===== src/rtl/spi_ip_sck_engine.sv =====
// spi_ip_sck_engine
//   SPI serial-clock engine. A start frames one transfer of N SCK cycles:
//   a lead guard half-period, 2N SCK edges, and a trail guard half-period.
//   It emits launch/capture strobes for the shift register, and busy/done
//   status for the control FSM. An abort ends the transfer at once.
//
// Ports
//   se_clk_i, se_rst_i     clock, asynchronous active-high reset
//   se_start_i             start request; accepted only in IDLE
//   se_abort_i             abort the running transfer
//   se_nbits_i             bits per transfer N (latched at start)
//   se_half_period_i       SCK half-period minus one (latched at start)
//   se_cpol_i, se_cpha_i   SPI mode (latched at start; cpol tracked in IDLE)
//   se_sck_o               registered serial clock
//   se_launch_o            1-cycle pulse: drive next bit
//   se_capture_o           1-cycle pulse: sample bit
//   se_busy_o, se_done_o   transfer status / completion pulse
//   se_bit_idx_o           number of bits captured in the current/last transfer
//   se_dbg_state_o         current FSM state, for debug visibility
//
// Handshake: se_start_i is a level request with no ready. It is accepted
// on a clock edge where the engine is IDLE and se_abort_i is low.
// Requests that arrive while a transfer runs are dropped, not queued.
module spi_ip_sck_engine #(
  parameter int DIV_W = 8,
  parameter int CNT_W = 6
) (
  input  logic             se_clk_i,
  input  logic             se_rst_i,
  input  logic             se_start_i,
  input  logic             se_abort_i,
  input  logic [CNT_W-1:0] se_nbits_i,
  input  logic [DIV_W-1:0] se_half_period_i,
  input  logic             se_cpol_i,
  input  logic             se_cpha_i,
  output logic             se_sck_o,
  output logic             se_launch_o,
  output logic             se_capture_o,
  output logic             se_busy_o,
  output logic             se_done_o,
  output logic [CNT_W-1:0] se_bit_idx_o,
  output logic [1:0]       se_dbg_state_o
);

  typedef enum logic [1:0] {S_IDLE, S_LEAD, S_RUN, S_TRAIL} state_t;

  state_t           r_state, w_state_nxt;
  logic [DIV_W-1:0] r_cnt, w_cnt_nxt;
  logic [CNT_W:0]   r_edge, w_edge_nxt;
  logic             r_first, w_first_nxt;
  logic             r_zero_pend, w_zero_pend_nxt;
  logic [CNT_W-1:0] r_nbits, w_nbits_nxt;
  logic [DIV_W-1:0] r_hp, w_hp_nxt;
  logic             r_cpol, w_cpol_nxt;
  logic             r_cpha, w_cpha_nxt;
  logic             r_sck, w_sck_nxt;
  logic             r_launch, w_launch_nxt;
  logic             r_capture, w_capture_nxt;
  logic             r_busy, w_busy_nxt;
  logic             r_done, w_done_nxt;
  logic [CNT_W-1:0] r_bit_idx, w_bit_idx_nxt;

  logic             w_tick;
  logic [CNT_W:0]   w_edge_k;
  logic             w_last_edge;
  logic             w_edge_capture;
  logic             w_edge_launch;

  assign w_tick      = (r_cnt == '0);
  assign w_edge_k    = r_edge + 1'b1;
  assign w_last_edge = (w_edge_k == {r_nbits, 1'b0});
  // Odd edges capture in mode CPHA=0, even edges in CPHA=1.
  // The final edge of a CPHA=0 transfer has no bit left to launch.
  assign w_edge_capture = (w_edge_k[0] != r_cpha);
  assign w_edge_launch  = !w_edge_capture && !(w_last_edge && !r_cpha);

  always_comb begin
    w_state_nxt     = r_state;
    w_cnt_nxt       = r_cnt;
    w_edge_nxt      = r_edge;
    w_first_nxt     = r_first;
    w_zero_pend_nxt = r_zero_pend;
    w_nbits_nxt     = r_nbits;
    w_hp_nxt        = r_hp;
    w_cpol_nxt      = r_cpol;
    w_cpha_nxt      = r_cpha;
    w_sck_nxt       = r_sck;
    w_launch_nxt    = 1'b0;
    w_capture_nxt   = 1'b0;
    w_busy_nxt      = r_busy;
    w_done_nxt      = 1'b0;
    // bit_idx trails each visible capture pulse by one cycle.
    w_bit_idx_nxt   = r_capture ? r_bit_idx + 1'b1 : r_bit_idx;

    case (r_state)
      S_IDLE: begin
        w_sck_nxt  = se_cpol_i;
        w_busy_nxt = 1'b0;
        if (r_zero_pend) begin
          // Zero-length transfer: completion reported one cycle after start.
          w_done_nxt      = 1'b1;
          w_zero_pend_nxt = 1'b0;
        end else if (se_start_i && !se_abort_i) begin
          w_nbits_nxt   = se_nbits_i;
          w_hp_nxt      = se_half_period_i;
          w_cpol_nxt    = se_cpol_i;
          w_cpha_nxt    = se_cpha_i;
          w_bit_idx_nxt = '0;
          if (se_nbits_i == '0) begin
            w_zero_pend_nxt = 1'b1;
          end else begin
            w_state_nxt = S_LEAD;
            w_cnt_nxt   = se_half_period_i;
            w_edge_nxt  = '0;
            w_first_nxt = 1'b1;
          end
        end
      end
      default: begin
        if (se_abort_i) begin
          w_state_nxt = S_IDLE;
          w_sck_nxt   = r_cpol;
          w_busy_nxt  = 1'b0;
          w_first_nxt = 1'b0;
        end else begin
          case (r_state)
            S_LEAD: begin
              if (r_first) begin
                // The first LEAD cycle raises busy and sets up bit 0 for CPHA=0.
                // The counter is held in this cycle, so the lead lasts H full cycles.
                w_first_nxt  = 1'b0;
                w_busy_nxt   = 1'b1;
                w_launch_nxt = !r_cpha;
              end else if (w_tick) begin
                w_cnt_nxt     = r_hp;
                w_sck_nxt     = !r_sck;
                w_edge_nxt    = w_edge_k;
                w_capture_nxt = w_edge_capture;
                w_launch_nxt  = w_edge_launch;
                w_state_nxt   = S_RUN;
              end else begin
                w_cnt_nxt = r_cnt - 1'b1;
              end
            end
            S_RUN: begin
              if (w_tick) begin
                w_cnt_nxt     = r_hp;
                w_sck_nxt     = !r_sck;
                w_edge_nxt    = w_edge_k;
                w_capture_nxt = w_edge_capture;
                w_launch_nxt  = w_edge_launch;
                if (w_last_edge) w_state_nxt = S_TRAIL;
              end else begin
                w_cnt_nxt = r_cnt - 1'b1;
              end
            end
            S_TRAIL: begin
              if (w_tick) begin
                w_done_nxt  = 1'b1;
                w_busy_nxt  = 1'b0;
                w_sck_nxt   = r_cpol;
                w_state_nxt = S_IDLE;
              end else begin
                w_cnt_nxt = r_cnt - 1'b1;
              end
            end
            default: w_state_nxt = S_IDLE;
          endcase
        end
      end
    endcase
  end

  always_ff @(posedge se_clk_i or posedge se_rst_i) begin
    if (se_rst_i) begin
      r_state     <= S_IDLE;
      r_cnt       <= '0;
      r_edge      <= '0;
      r_first     <= 1'b0;
      r_zero_pend <= 1'b0;
      r_nbits     <= '0;
      r_hp        <= '0;
      r_cpol      <= 1'b0;
      r_cpha      <= 1'b0;
      r_sck       <= 1'b0;
      r_launch    <= 1'b0;
      r_capture   <= 1'b0;
      r_busy      <= 1'b0;
      r_done      <= 1'b0;
      r_bit_idx   <= '0;
    end else begin
      r_state     <= w_state_nxt;
      r_cnt       <= w_cnt_nxt;
      r_edge      <= w_edge_nxt;
      r_first     <= w_first_nxt;
      r_zero_pend <= w_zero_pend_nxt;
      r_nbits     <= w_nbits_nxt;
      r_hp        <= w_hp_nxt;
      r_cpol      <= w_cpol_nxt;
      r_cpha      <= w_cpha_nxt;
      r_sck       <= w_sck_nxt;
      r_launch    <= w_launch_nxt;
      r_capture   <= w_capture_nxt;
      r_busy      <= w_busy_nxt;
      r_done      <= w_done_nxt;
      r_bit_idx   <= w_bit_idx_nxt;
    end
  end

  assign se_sck_o       = r_sck;
  assign se_launch_o    = r_launch;
  assign se_capture_o   = r_capture;
  assign se_busy_o      = r_busy;
  assign se_done_o      = r_done;
  assign se_bit_idx_o   = r_bit_idx;
  assign se_dbg_state_o = r_state;

endmodule


===== config.mk =====
export PLATFORM = sky130hd
export DESIGN_NAME = spi_ip_sck_engine
export DESIGN_NICKNAME = d
export VERILOG_FILES = /design/src/rtl/spi_ip_sck_engine.sv
export SDC_FILE = /design/constraint.sdc
export NUM_CORES = 1
export LEC_CHECK = 0
export CAP_MARGIN = 20
export CORE_ASPECT_RATIO = 1.25
export CORE_MARGIN = 2
export CORE_UTILIZATION = 50
export DETAILED_ROUTE_END_ITERATION = 16
export GPL_TIMING_DRIVEN = 1
export PLACE_DENSITY = 0.76
export SYNTH_ARGS = -nofsm -noshare
export SYNTH_HDL_FRONTEND = slang
export SYNTH_SLANG_ARGS = --single-unit

===== constraint.sdc =====
create_clock -name se_clk_i -period 2.1 [get_ports se_clk_i]
set_input_delay 0.42 -clock se_clk_i [delete_from_list [all_inputs] [get_ports se_clk_i]]
set_output_delay 0.42 -clock se_clk_i [all_outputs]
set_load 0.03 [all_outputs]

After elaboration in Yosys (flattened, before gate mapping)
Index checks and enable logic that the tools add are counted.
- add/subtract/negate cells: 3
- eq/ne operators: 17
- mux-type cells: 67
- bitwise gates (word level): 1
- reductions and logical operators: 23
- operators with widths (kind ; number):
    8-bit 2-to-1 mux ; 8
    7-bit 2-to-1 mux ; 7
    1-bit 2-to-1 mux ; 31
    6-bit 2-to-1 mux ; 4
    8-bit one-hot mux with 3 select lines ; 1
    2-bit 2-to-1 mux ; 10
    4-bit != test, second input constant ; 5
    7-bit one-hot mux with 2 select lines ; 1
    3-bit AND reduction ; 3
    8-bit logical NOT ; 1
    8-bit AND reduction ; 1
    4-bit nonzero test ; 2
    8-bit by 1-bit subtractor with 8-bit output, second input constant ; 1
    7-bit by 1-bit adder with 7-bit output, second input constant ; 1
    7-bit == test ; 1
    7-bit AND reduction ; 1
    6-bit by 1-bit adder with 6-bit output, second input constant ; 1
    6-bit logical NOT ; 1
    2-bit != test, second input constant ; 3
    1-bit one-hot mux with 2 select lines ; 3
    2-bit one-hot mux with 3 select lines ; 1
    6-bit AND reduction ; 1
    3-bit nonzero test ; 2
    1-bit logical NOT ; 5
    13 further kinds ; 16
- input bits: 20
- register bits: 46
- output and inout bits: 13

Logic depth before layout (Yosys ltp)
- word-level depth: 10
- gate-level depth with buffers: 9
- depth with buffers taken out: 7

Least setup slack after synthesis
No wires, ideal clock.
- path kind: reg-to-reg
- from: register r_state[0] (netlist: se_dbg_state_o[0])
- to: register r_cpha
- arrival: 1.988 ns
- stages on the path, launching flop included: 8
- slack: -0.016 ns
- buffers on the path: 3
- clock period less this slack: 2.116 ns
- required time: 1.972 ns
- cell sequence: dfrtp_1 inv_1 ha_1 clkbuf_1 and3_1 clkbuf_1 buf_2 mux2_1
- longest elaborated chain between the ends: 2
- ends and longest elaborated chain (what ; line ; source):
    start, declared ; 47 ; state_t r_state, w_state_nxt;
    start signal, assigned ; 192 ; r_state <= w_state_nxt;
    2-bit logical NOT ; 95 ; case (r_state)
    3-bit AND reduction (no source line) ; n/a ;
    end signal, assigned ; 200 ; r_cpha <= w_cpha_nxt;
    end, declared ; 55 ; logic r_cpha, w_cpha_nxt;
Every way passes these cells.
A chain may end at the register's enable or synchronous reset.

Final worst setup path
- from: register r_edge[1]
- to: register r_launch (netlist: se_launch_o)
- longest elaborated chain between the ends: 10
- ends and longest elaborated chain (what ; line ; source):
    start, declared ; 49 ; logic [CNT_W:0] r_edge, w_edge_nxt;
    start signal, assigned ; 194 ; r_edge <= w_edge_nxt;
    7-bit by 1-bit adder with 7-bit output (*) ; 70 ; assign w_edge_k = r_edge + 1'b1;
    7-bit == test (*) ; 71 ; assign w_last_edge = (w_edge_k == {r_nbits, 1'b0});
    1-bit logical AND (*) ; 75 ; assign w_edge_launch = !w_edge_capture && !(w_last_edge && !r_cpha);
    1-bit logical NOT (*) ; 75 ;
    1-bit logical AND (*) ; 75 ;
    1-bit 2-to-1 mux (*) ; 134, 146 ;
    1-bit 2-to-1 mux ; 128 ; if (r_first) begin
    1-bit one-hot mux with 2 select lines (*) ; 126 ; case (r_state)
    1-bit 2-to-1 mux (*) ; 120 ; if (se_abort_i) begin
    1-bit 2-to-1 mux (*) ; 95 ;
    via w_launch_nxt ; 57 ; logic r_launch, w_launch_nxt;
    end signal, assigned ; 202 ; r_launch <= w_launch_nxt;
    end, declared ; 57 ;
Mark *: on every way through the listed nets, which the timed path passes. The rest lies on a longest branch.

==> metrics list <==
- Via count of the first global-routing pass: 1990
- Maximum cell stage delay along the critical path: 0.39 ns
- Based on the critical path, the design can be clocked at up to 513 MHz.
- The H-tree generated during clock tree synthesis spans 2 levels.
- The floorplan has 29 rows.
* Hold Vio Cnt, Final: 0
* Register bit total from synthesis: 46
* Clock tree from TritonCTS: built
- Adding up every negative setup slack in the final design gives 0 ns.
- Dividing the detail-routed via count by the number of cells gives 5.47.
- Net count after synthesis: 284
- Data required time of the worst path: 2.27 ns
- Estimated wirelength of the detail-placed design: 3910 um
* Buffer depth of the longest clock path: 2
* Total global routing overflow: 0
- Largest net degree at the start of global routing: 27
- The count of cells in the finished layout, fillers not included, comes to 362.
* Count of cells along the worst register-to-register path: 7
* Ports: 33
* Count of buffers from port buffering: 32
* Number of routed nets with antenna violations: 0
* Global-route wire length before repair: 8810 um
- Via total after detailed routing: 1981
* Gate count of the mapped netlist: 256
* # DRC: 0
* Nets: 327
* Share of final-layout standard cells stronger than drive strength 1: 0.133
* WL per Instance: 14.2 um
- The die is 68.3 um wide.
- Detailed router's first-iteration violation count: 123
- Cell breakdown of the critical path: ha_1, nand3_2, nor2_2, xnor2_1, nor4_4, nor4b_1, or3_1
- Tightest hold margin: 0.456 ns
- Status: finished clean
* Layout Cell Area excl Fill: 3170 um2
- In this run the worst path has a maximum fanout of 4.
- Yosys printed 0 warnings.
- Worst path top cell family by delay: simple AND/OR/NAND/NOR gates
- Clock transition at the registers of the reported paths: 0.08 ns
* Overall fraction of global-route tracks in use: 0.197
- Critical path buffers and inverters: 0
- The count of pins over their slew limit was 0.
* Register area share after synthesis: 0.446
* Flop2flop setup slack: 0.15 ns
- Worst setup path category: reg2reg
- The initial antenna violation count is 0.
- Post-synth EDFFs: 0
* Startpoint types: flop
* Initial Utilization: 0.512
- Critical-path cell with the highest stage delay: sky130_fd_sc_hd__dfrtp_1
- Netlist Area Pre-Place: 2580 um2
- Critical path capture point type: flop
- Worst-case headroom to the max-slew limit: 0.637
- Summed over all cells, the static leakage comes to 0.00133 uW.
* Class of the worst hold path: in2async
- Placer Congestion: 0.898
- TritonCTS Buffers: 5
- Max VDD drop: 0.000458 V
- Area enclosed by the die boundary: 5760 um2
* Post-route fraction of the period consumed by the critical path: 0.929
- Most common library cell in the layout ignoring fill and taps: sky130_fd_sc_hd__dfrtp_1
- After synthesis, the share of flip-flops with an asynchronous set or reset is 1.00.
- The tree is rooted in a sky130_fd_sc_hd__clkbuf_8.
- The placed instances occupy a cell area of 3060 um2.
- Data arrives at the worst endpoint at 2.12 ns.
* Number of placed cells counting well taps: 354
* Number of distinct library cells after synthesis: 53
* Number of endpoints failing setup at the final stage: 0
* Wire length reported by the detailed router: 5130 um
- In this run the number of cells on the critical path is 7.
- Most used flip-flop cell after synthesis: sky130_fd_sc_hd__dfrtp_1
- The first TritonRoute pass finished after 4 iterations.
- Setup repair after global routing left no endpoint under its margin.
- Clock tree synthesis found a total of 46 sinks.
- Dividing total power by cell area gives a power density of 1190 nW/um2.
- # hold bufs at CTS: 0
- Diodes inserted: 0
- Commonest non-fill, non-tap cells in the layout: 46 x sky130_fd_sc_hd__dfrtp_1, 32 x sky130_fd_sc_hd__clkdlybuf4s50_1, 26 x sky130_fd_sc_hd__nor2_1, 22 x sky130_fd_sc_hd__nand2_1
* Max cap viols: 0
- Worst Clk Skew: 0.00353 ns
- Compared with the post-synthesis result, the final layout area differs by 22.6%.
* Actual transition at the worst max-transition pin: 0.540 ns
- The die is 84.4 um tall.
* Synthesized area per cell: 10.1 um2
- The total area inside the core boundary comes to 5040 um2.
- After layout, the minimum clock period comes to 1.95 ns.
* Clock latency at the later pin of the worst-skew pair: 0.29 ns
* Utilization of the core after routing: 0.628
[logic make-up after synthesis]
kind of cell	count (synthesis)	synth area share
flip-flops	46	0.446
AND/OR/NAND/NOR	83	0.168
AO/OA/AOI/OAI	58	0.158
XOR/XNOR	22	0.0746
multiplexers	18	0.0775
buffers and inverters	21	0.0368
adder cells (fa/ha/maj)	8	0.0388
[path summary, 6_finish.rpt]
| path | start | to |
|---|---|---|
| worst max-delay path | r_edge[1] | se_launch_o |
| worst min-delay path | se_rst_i | r_nbits[3] |
| min in group se_clk_i | r_hp[6] | r_hp[6] |
| max in group asynchronous | se_rst_i | se_bit_idx_o[5] |
| worst max register to register | r_edge[1] | se_launch_o |
| worst min register to register | r_hp[6] | r_hp[6] |
[state kept, by name, summed over array words and instances (netlist names), 2 cells and up]
signal / flops
r_cnt: 8
r_edge: 7
r_hp: 8
r_nbits: 6
se_bit_idx_o: 6
se_dbg_state_o: 2
[timing repair]
| action | CTS | global route |
|---|---|---|
| gates resized for setup | 0 | 2 |
| buffers inserted | 0 | 0 |
| endpoints found under the setup margin | 0 | 3 |
[report_power, final]
group | switching (uW) | total, uW | internal [uW]
registers | 244 | 1420 | 1170
clock network | 286 | 552 | 266
logic | 932 | 1790 | 858
[per-layer routing]
metal  wire (um)  track usage
met1        2190        0.246
met2        2690        0.335
met3         189       0.0375
met4          64       0.0636
met5           0            0
[synthesized netlist by cell type, types with 2 or more instances]
master                      n  area (um2)
sky130_fd_sc_hd__ha_1       8         100
sky130_fd_sc_hd__o41ai_1    2        17.5
sky130_fd_sc_hd__nor3b_1    2        15.0
sky130_fd_sc_hd__a21oi_1   13        65.1
sky130_fd_sc_hd__mux2_2     3        33.8
sky130_fd_sc_hd__a31oi_1    3        18.8
sky130_fd_sc_hd__a211oi_1   8        60.1
sky130_fd_sc_hd__mux2i_1    2        20.0
sky130_fd_sc_hd__nor3_1     6        30.0
sky130_fd_sc_hd__nor2_1    26        97.6
sky130_fd_sc_hd__nand2_1   22        82.6
sky130_fd_sc_hd__mux2_1    13         146
sky130_fd_sc_hd__nand3_1    5        25.0
sky130_fd_sc_hd__dfrtp_1   46        1150
sky130_fd_sc_hd__a21o_1     2        15.0
sky130_fd_sc_hd__or3_1      3        18.8
sky130_fd_sc_hd__nand2b_1   3        18.8
sky130_fd_sc_hd__buf_2      7        35.0
sky130_fd_sc_hd__o21ai_0    5        25.0
sky130_fd_sc_hd__a32o_1     2        20.0
sky130_fd_sc_hd__nand3b_1   2        15.0
sky130_fd_sc_hd__o21ai_1    8        40.0
sky130_fd_sc_hd__nand4_1    2        12.5
sky130_fd_sc_hd__o21ai_2    3        26.3
sky130_fd_sc_hd__xnor2_1   14         123
sky130_fd_sc_hd__clkbuf_1   4        15.0
sky130_fd_sc_hd__inv_1      9        33.8
sky130_fd_sc_hd__xor2_1     8        70.1
[worst register-to-register path: cells and delay by family (launching register included)]
family / cells / cell delay (ns)
AND/OR/NAND/NOR: 5 / 1.08
flip-flops: 1 / 0.39
adder cells (fa/ha/maj): 1 / 0.25
XOR/XNOR: 1 / 0.12
[metrics by stage]
step / setup WS [ns] / power (uW)
finish: 0.149 / 3760
global route: 0.0205 / 4040
CTS: 0.0811 / 3770
global placement: -0.0000655 / 3160
floorplan: 0.00622 / 2700
detailed placement: -0.0144 / 3200
[area by class of cell]
| type | count | area, um2 |
|---|---|---|
| clock inverters | 1 | 5.00 |
| flip-flops and latches | 46 | 1150 |
| multi-input cells | 189 | 1350 |
| inverters | 9 | 33.8 |
| well taps | 62 | 77.6 |
| clock buffers | 7 | 86.3 |
| repair buffers | 48 | 465 |
| fillers | 424 | 1880 |
(Power assumes the default switching activity.)
